## src/rtl/cpu_pkg.sv

```systemverilog
// Shared datapath definitions: ALU opcodes, writeback target codes and the
// writeback FSM state type.
package cpu_pkg;

  localparam logic [4:0] OP_ADD  = 5'd1;
  localparam logic [4:0] OP_SUB  = 5'd2;
  localparam logic [4:0] OP_MUL  = 5'd3;
  localparam logic [4:0] OP_DIV  = 5'd4;
  localparam logic [4:0] OP_SHR  = 5'd5;
  localparam logic [4:0] OP_SHL  = 5'd6;
  localparam logic [4:0] OP_SHRA = 5'd7;
  localparam logic [4:0] OP_ROR  = 5'd8;
  localparam logic [4:0] OP_ROL  = 5'd9;
  localparam logic [4:0] OP_AND  = 5'd10;
  localparam logic [4:0] OP_OR   = 5'd11;
  localparam logic [4:0] OP_NEG  = 5'd12;
  localparam logic [4:0] OP_XOR  = 5'd13;
  localparam logic [4:0] OP_NOR  = 5'd14;
  localparam logic [4:0] OP_NOT  = 5'd15;

  localparam logic [1:0] TGT_GPR = 2'd0;
  localparam logic [1:0] TGT_LO  = 2'd1;
  localparam logic [1:0] TGT_HI  = 2'd2;

  typedef enum logic [1:0] {
    ST_IDLE  = 2'd0,
    ST_BEAT0 = 2'd1,
    ST_BEAT1 = 2'd2,
    ST_DONE  = 2'd3
  } wb_state_e;

  function automatic logic op_defined(input logic [4:0] op);
    return (op != 5'd0) && (op <= OP_NOT);
  endfunction

  function automatic logic op_two_beat(input logic [4:0] op);
    return (op == OP_MUL) || (op == OP_DIV);
  endfunction

endpackage

```

## src/rtl/alu_writeback_z_reg64.sv

```systemverilog
// 64-bit Z capture register (z_hi:z_lo) with load enable and synchronous clear.
module z_reg64 (
  input  logic        clk,
  input  logic        clr,
  input  logic        i_load,
  input  logic [63:0] i_d,
  output logic [63:0] o_q
);

  logic [63:0] r_q;

  always_ff @(posedge clk) begin
    if (clr) begin
      r_q <= '0;
    end else if (i_load) begin
      r_q <= i_d;
    end
  end

  assign o_q = r_q;

endmodule

```

## src/rtl/alu_writeback.sv

```systemverilog
// ALU writeback stage: captures the 64-bit result into Z and sequences it onto
// the 32-bit writeback bus in one or two beats, maintaining HI/LO.
//
// state    | meaning
// ST_IDLE  | c_ready high, waiting for a result from the ALU
// ST_BEAT0 | first (or only) beat presented on the writeback bus
// ST_BEAT1 | second beat of mul/div, targets HI
// ST_DONE  | one-cycle done pulse, then back to IDLE
module alu_writeback
  import cpu_pkg::*;
#(
  parameter int CNT_W = 16
) (
  input  logic             clk,
  input  logic             clr,
  input  logic             c_valid,
  output logic             c_ready,
  input  logic [4:0]       opcode,
  input  logic [63:0]      C,
  output logic             wb_valid,
  input  logic             wb_ready,
  output logic [31:0]      wb_data,
  output logic [1:0]       wb_tgt,
  output logic             done,
  output logic             err,
  output logic [31:0]      hi_q,
  output logic [31:0]      lo_q,
  output logic [CNT_W-1:0] wb_count
);

  wb_state_e        r_state;
  logic [4:0]       r_op;
  logic             r_c_ready;
  logic             r_wb_valid;
  logic [1:0]       r_wb_tgt;
  logic             r_sel_hi;
  logic             r_done;
  logic             r_err;
  logic [31:0]      r_hi;
  logic [31:0]      r_lo;
  logic [CNT_W-1:0] r_wb_count;

  logic             w_z_load;
  logic [63:0]      w_z;
  logic [31:0]      w_wb_data;
  logic             w_beat_acc;

  assign w_z_load   = (r_state == ST_IDLE) && c_valid;
  assign w_beat_acc = r_wb_valid && wb_ready;
  // Beat data is a plain slice of Z; r_sel_hi picks which half this beat carries.
  assign w_wb_data  = r_sel_hi ? w_z[63:32] : w_z[31:0];

  z_reg64 u_z_reg (
    .clk    (clk),
    .clr    (clr),
    .i_load (w_z_load),
    .i_d    (C),
    .o_q    (w_z)
  );

  always_ff @(posedge clk) begin
    if (clr) begin
      r_state    <= ST_IDLE;
      r_op       <= '0;
      r_c_ready  <= 1'b1;
      r_wb_valid <= 1'b0;
      r_wb_tgt   <= TGT_GPR;
      r_sel_hi   <= 1'b0;
      r_done     <= 1'b0;
      r_err      <= 1'b0;
      r_hi       <= '0;
      r_lo       <= '0;
      r_wb_count <= '0;
    end else begin
      r_done <= 1'b0;
      r_err  <= 1'b0;

      if (w_beat_acc) begin
        if (r_wb_count != {CNT_W{1'b1}}) begin
          r_wb_count <= r_wb_count + CNT_W'(1);
        end
        if (r_wb_tgt == TGT_LO) begin
          r_lo <= w_wb_data;
        end else if (r_wb_tgt == TGT_HI) begin
          r_hi <= w_wb_data;
        end
      end

      case (r_state)
        ST_IDLE: begin
          if (c_valid) begin
            r_op <= opcode;
            if (op_defined(opcode)) begin
              r_state    <= ST_BEAT0;
              r_c_ready  <= 1'b0;
              r_wb_valid <= 1'b1;
              r_wb_tgt   <= op_two_beat(opcode) ? TGT_LO : TGT_GPR;
              r_sel_hi   <= (opcode == OP_DIV);
            end else begin
              r_err <= 1'b1;
            end
          end
        end
        ST_BEAT0: begin
          if (wb_ready) begin
            if (op_two_beat(r_op)) begin
              r_state  <= ST_BEAT1;
              r_wb_tgt <= TGT_HI;
              // div puts the quotient (z_hi) in LO and the remainder (z_lo) in HI
              r_sel_hi <= (r_op == OP_MUL);
            end else begin
              r_state    <= ST_DONE;
              r_wb_valid <= 1'b0;
              r_done     <= 1'b1;
            end
          end
        end
        ST_BEAT1: begin
          if (wb_ready) begin
            r_state    <= ST_DONE;
            r_wb_valid <= 1'b0;
            r_done     <= 1'b1;
          end
        end
        ST_DONE: begin
          r_state   <= ST_IDLE;
          r_c_ready <= 1'b1;
        end
        default: begin
          r_state    <= ST_IDLE;
          r_c_ready  <= 1'b1;
          r_wb_valid <= 1'b0;
        end
      endcase
    end
  end

  assign c_ready  = r_c_ready;
  assign wb_valid = r_wb_valid;
  assign wb_data  = w_wb_data;
  assign wb_tgt   = r_wb_tgt;
  assign done     = r_done;
  assign err      = r_err;
  assign hi_q     = r_hi;
  assign lo_q     = r_lo;
  assign wb_count = r_wb_count;

endmodule
```

## config.mk

```make
export PLATFORM = sky130hd
export DESIGN_NAME = alu_writeback
export DESIGN_NICKNAME = d
export VERILOG_FILES = /design/src/rtl/cpu_pkg.sv /design/src/rtl/alu_writeback_z_reg64.sv /design/src/rtl/alu_writeback.sv
export SDC_FILE = /design/constraint.sdc
export NUM_CORES = 1
export LEC_CHECK = 0
export BUFFER_PORTS_ARGS = -buffer_cell sky130_fd_sc_hd__buf_2
export CORE_MARGIN = 1.5
export CORE_UTILIZATION = 51
export CTS_CLUSTER_DIAMETER = 200
export CTS_CLUSTER_SIZE = 40
export DETAILED_ROUTE_END_ITERATION = 10
export PLACE_DENSITY = 0.79
export SLEW_MARGIN = 20
export SYNTH_ARGS = -nofsm -noshare
export SYNTH_HDL_FRONTEND = slang
export SYNTH_HIERARCHICAL = 1
export SYNTH_SLANG_ARGS = --single-unit
```

## constraint.sdc

```tcl
create_clock -name clk -period 2.2 [get_ports clk]
set_input_delay 0.33 -clock clk [delete_from_list [all_inputs] [get_ports clk]]
set_output_delay 0.33 -clock clk [all_outputs]
set_load 0.01 [all_outputs]
```

==> key figures <==
Place
  • Inst Count DP: 1004
  • Pre-CTS WS: 0.216 ns
  • Number of port buffers: 190
  • Dpl hpwl: 10.5 mm
  • GPL Wtd Cong: 0.897

Floorplanning
  • I/O pin cnt: 191
  • Row count: 40
  • CORE AREA: 0.0121 mm²
  • Initial core utilization: 52.6%
  • Die Width: 115 µm
  • Full die area: 0.0132 mm²
  • Die H: 115 µm

Clock tree
  • CTS Buf Count: 17
  • Clock buffer depth: 2
  • Setup bufs post-CTS: 0
  • Post-CTS Hold Fix Bufs: 0
  • Clk sinks: 158
  • H-tree Lvls: 4
  • Root Buffer Master: clkbuf_16
  • Cts repair resizes: 0
  • Skew-Pair Late Insertion Delay: 0.42 ns
  • Reg clk slew, reported paths: 0.06 ns
  • TritonCTS clock tree: yes

Pwr
  • P_int: 5.71 mW
  • P_sw: 2.17 mW
  • Leak pwr: 3.61 nW
  • Worst VDD drop: 631 µV
  • Sw Ratio: 27.6%
  • Clock share of power: 37.0%
  • Pwr dens: 975 mW/mm²
  • Comb pwr share: 21.4%
  • Flop pwr share: 41.6%

Synthesis
  • Top post-synthesis cells by area: dfxtp_1 50%, mux2i_1 15%, nor2_1 7.8%
  • Top-area cell type share of the netlist area: 49.6%
  • Synth cell types: 43
  • Cells after Synth: 673
  • Synth async-reset ratio: 0%
  • Top cells by count, synth: 158 x dfxtp_1, 132 x nor2_1, 97 x mux2i_1
  • Top FF cell, synth: dfxtp_1
  • Syn_area_per_cell: 9.47 µm²
  • Syn Nets: 751
  • Most common cell in the netlist: dfxtp_1
  • Synthesis Warnings: 6
  • Mapped Area: 0.00637 mm²
  • Synth area leader: dfxtp_1
  • Post-synth EDFFs: 0
  • Number of synthesized register bits: 158
  • Post-synthesis sequential area ratio: 49.6%

Run
  • Max_cap viols: 0

Timing
  • Final min period: 2.11 ns
  • Final setup fails: 0
  • Ratio of final minimum period to clock period: 95.7%
  • Relative slew slack: 55.6%
  • Max Clk Rate: 475 MHz
  • Max Slew Vio Count: 0
  • Fin Setup TNS: 0 ns
  • Worst hold slack: 0.144 ns
  • PnR worst setup slack: 0.0948 ns
  • Worst Max-Slew Pin Slew: 0.661 ns
  • Final hold violation count: 0
  • Setup Skew: 0.0109 ns
  • RSZ-0062 raised after global routing: false

GRT
  • Vias in the first global route: 5065
  • GRT Residual Overflow: 0
  • Initial antenna violation count: 0
  • Largest net degree at the start of global routing: 82
  • First-pass GRT wire length: 24.5 mm
  • Total track usage: 23.8%

Routing
  • Drt pass-1 iters: 5
  • Drt first-iter violations: 353
  • Post-Route WL: 15.4 mm
  • Antenna-violating nets left: 0
  • DR DRC count: 0
  • Via density: 5.22
  • Wire per inst: 14.9 µm
  • Vias: 5398

Final layout
  • Post-route insts no fill: 1034
  • # nets final: 933
  • P&R area growth vs syn: 26.9%
  • Number of diodes: 0
  • Proportion of layout cells with a drive suffix above 1: 28.1%

Hold path
  • Hold Path Class: primary input to flop
  • Hold path cells: 3

Critical path
  • CP max FO: 19
  • Worst R2R Path Depth: 5
  • CP Capture Type: output port
  • Crit path kind: flop to output port
  • Crit path launch type: flop
  • CP arrival: 1.78 ns
  • Crit path required time: 1.87 ns

Run status
  • Status: complete, no violations
## placed cells by master (no fill, tap or decap), types with 2 or more instances in the layout
cell type / Yosys / routed
a211oi_1: 65 / 65
a21oi_1: 23 / 23
buf_12: 0 / 5
buf_2: 1 / 189
buf_4: 0 / 15
bufinv_16: 0 / 3
clkbuf_1: 27 / 5
clkbuf_16: 0 / 17
clkbuf_8: 0 / 2
clkinv_2: 0 / 2
clkinvlp_4: 0 / 2
dfxtp_1: 158 / 157
ha_1: 5 / 5
inv_1: 42 / 41
mux2_2: 2 / 2
mux2i_1: 97 / 96
nand2_1: 18 / 18
nand3_1: 9 / 9
nand4_1: 5 / 5
nor2_1: 132 / 132
nor2b_1: 4 / 4
nor3_1: 5 / 5
nor3b_2: 0 / 2
nor4_1: 5 / 5
o21a_1: 5 / 5
o21ai_0: 7 / 7
o31ai_1: 8 / 8
o41ai_1: 3 / 3
or3_1: 5 / 5
or4_1: 10 / 10
## layout make-up
class	instances	area (µm²)
well taps	168	210
flip-flops and latches	158	3160
fillers	1000	4020
inverters	42	159
clock inverters	6	110
clock buffers	24	472
repair buffers	209	1160
multi-input cells	427	2810
## worst max-delay path, cell delays in order, from the launching register on
cell and delay (ns):
dfxtp_2 0.52, buf_12 0.23, mux2i_1 0.38, inv_1 0.07, buf_2 0.15
## stage by stage
stage	cell area, µm²	total power, mW	utilization, %
4_1_cts	8080	7.94	66.7
3_5_place_dp	7500	5.01	61.9
3_3_place_gp	7500	4.98	61.9
5_1_grt	8090	8.26	66.8
6_report	8090	7.89	66.8
2_1_floorplan	6370	4.60	-
## flip-flops by register name, indices dropped and copies added, names as in the netlist, 2 cells and up
signal,cells
u_z_reg/o_q,64
hi_q,32
lo_q,32
wb_count,16
r_op,5
r_state,2
wb_tgt,2
## power groups by stage
stage,combinational (mW),clock (mW),sequential [mW]
after global placement,1.66,0,3.33
after CTS,1.69,2.97,3.28
after floorplan,1.29,0,3.31
after global routing,1.85,3.09,3.32
after detailed placement,1.67,0,3.34
final,1.69,2.92,3.28
## per-layer routing
metal / part of all wire [%] / global-route usage [%] / vias to the layer above
li1: - / - / 2711
met1: 44 / 29.6 / 2463
met2: 46 / 37.4 / 200
met3: 8.6 / 7.91 / 24
met4: 2.1 / 11.4 / 0
met5: 0 / 0 / -
## worst paths after layout
kind | from | end | slack [ns]
worst max-delay path | r_sel_hi | wb_data[21] | 0.09
worst max register to register | wb_count[1] | wb_count[14] | 0.19
worst min register to register | r_op[2] | r_op[2] | 0.46
worst min-delay path | C[57] | u_z_reg/o_q[57] | 0.14
## cell families (layout without fill, tap and decap cells)
family,count (synthesis),after routing,share of synthesized area (%)
buf+inv,88,281,6.42
mux,99,99,15.6
simple gates,204,204,14.4
fa+ha+maj,5,5,0.982
compound gates,119,119,13.0
flops,158,158,49.6
No activity file was read; power rests on OpenSTA's default activity.
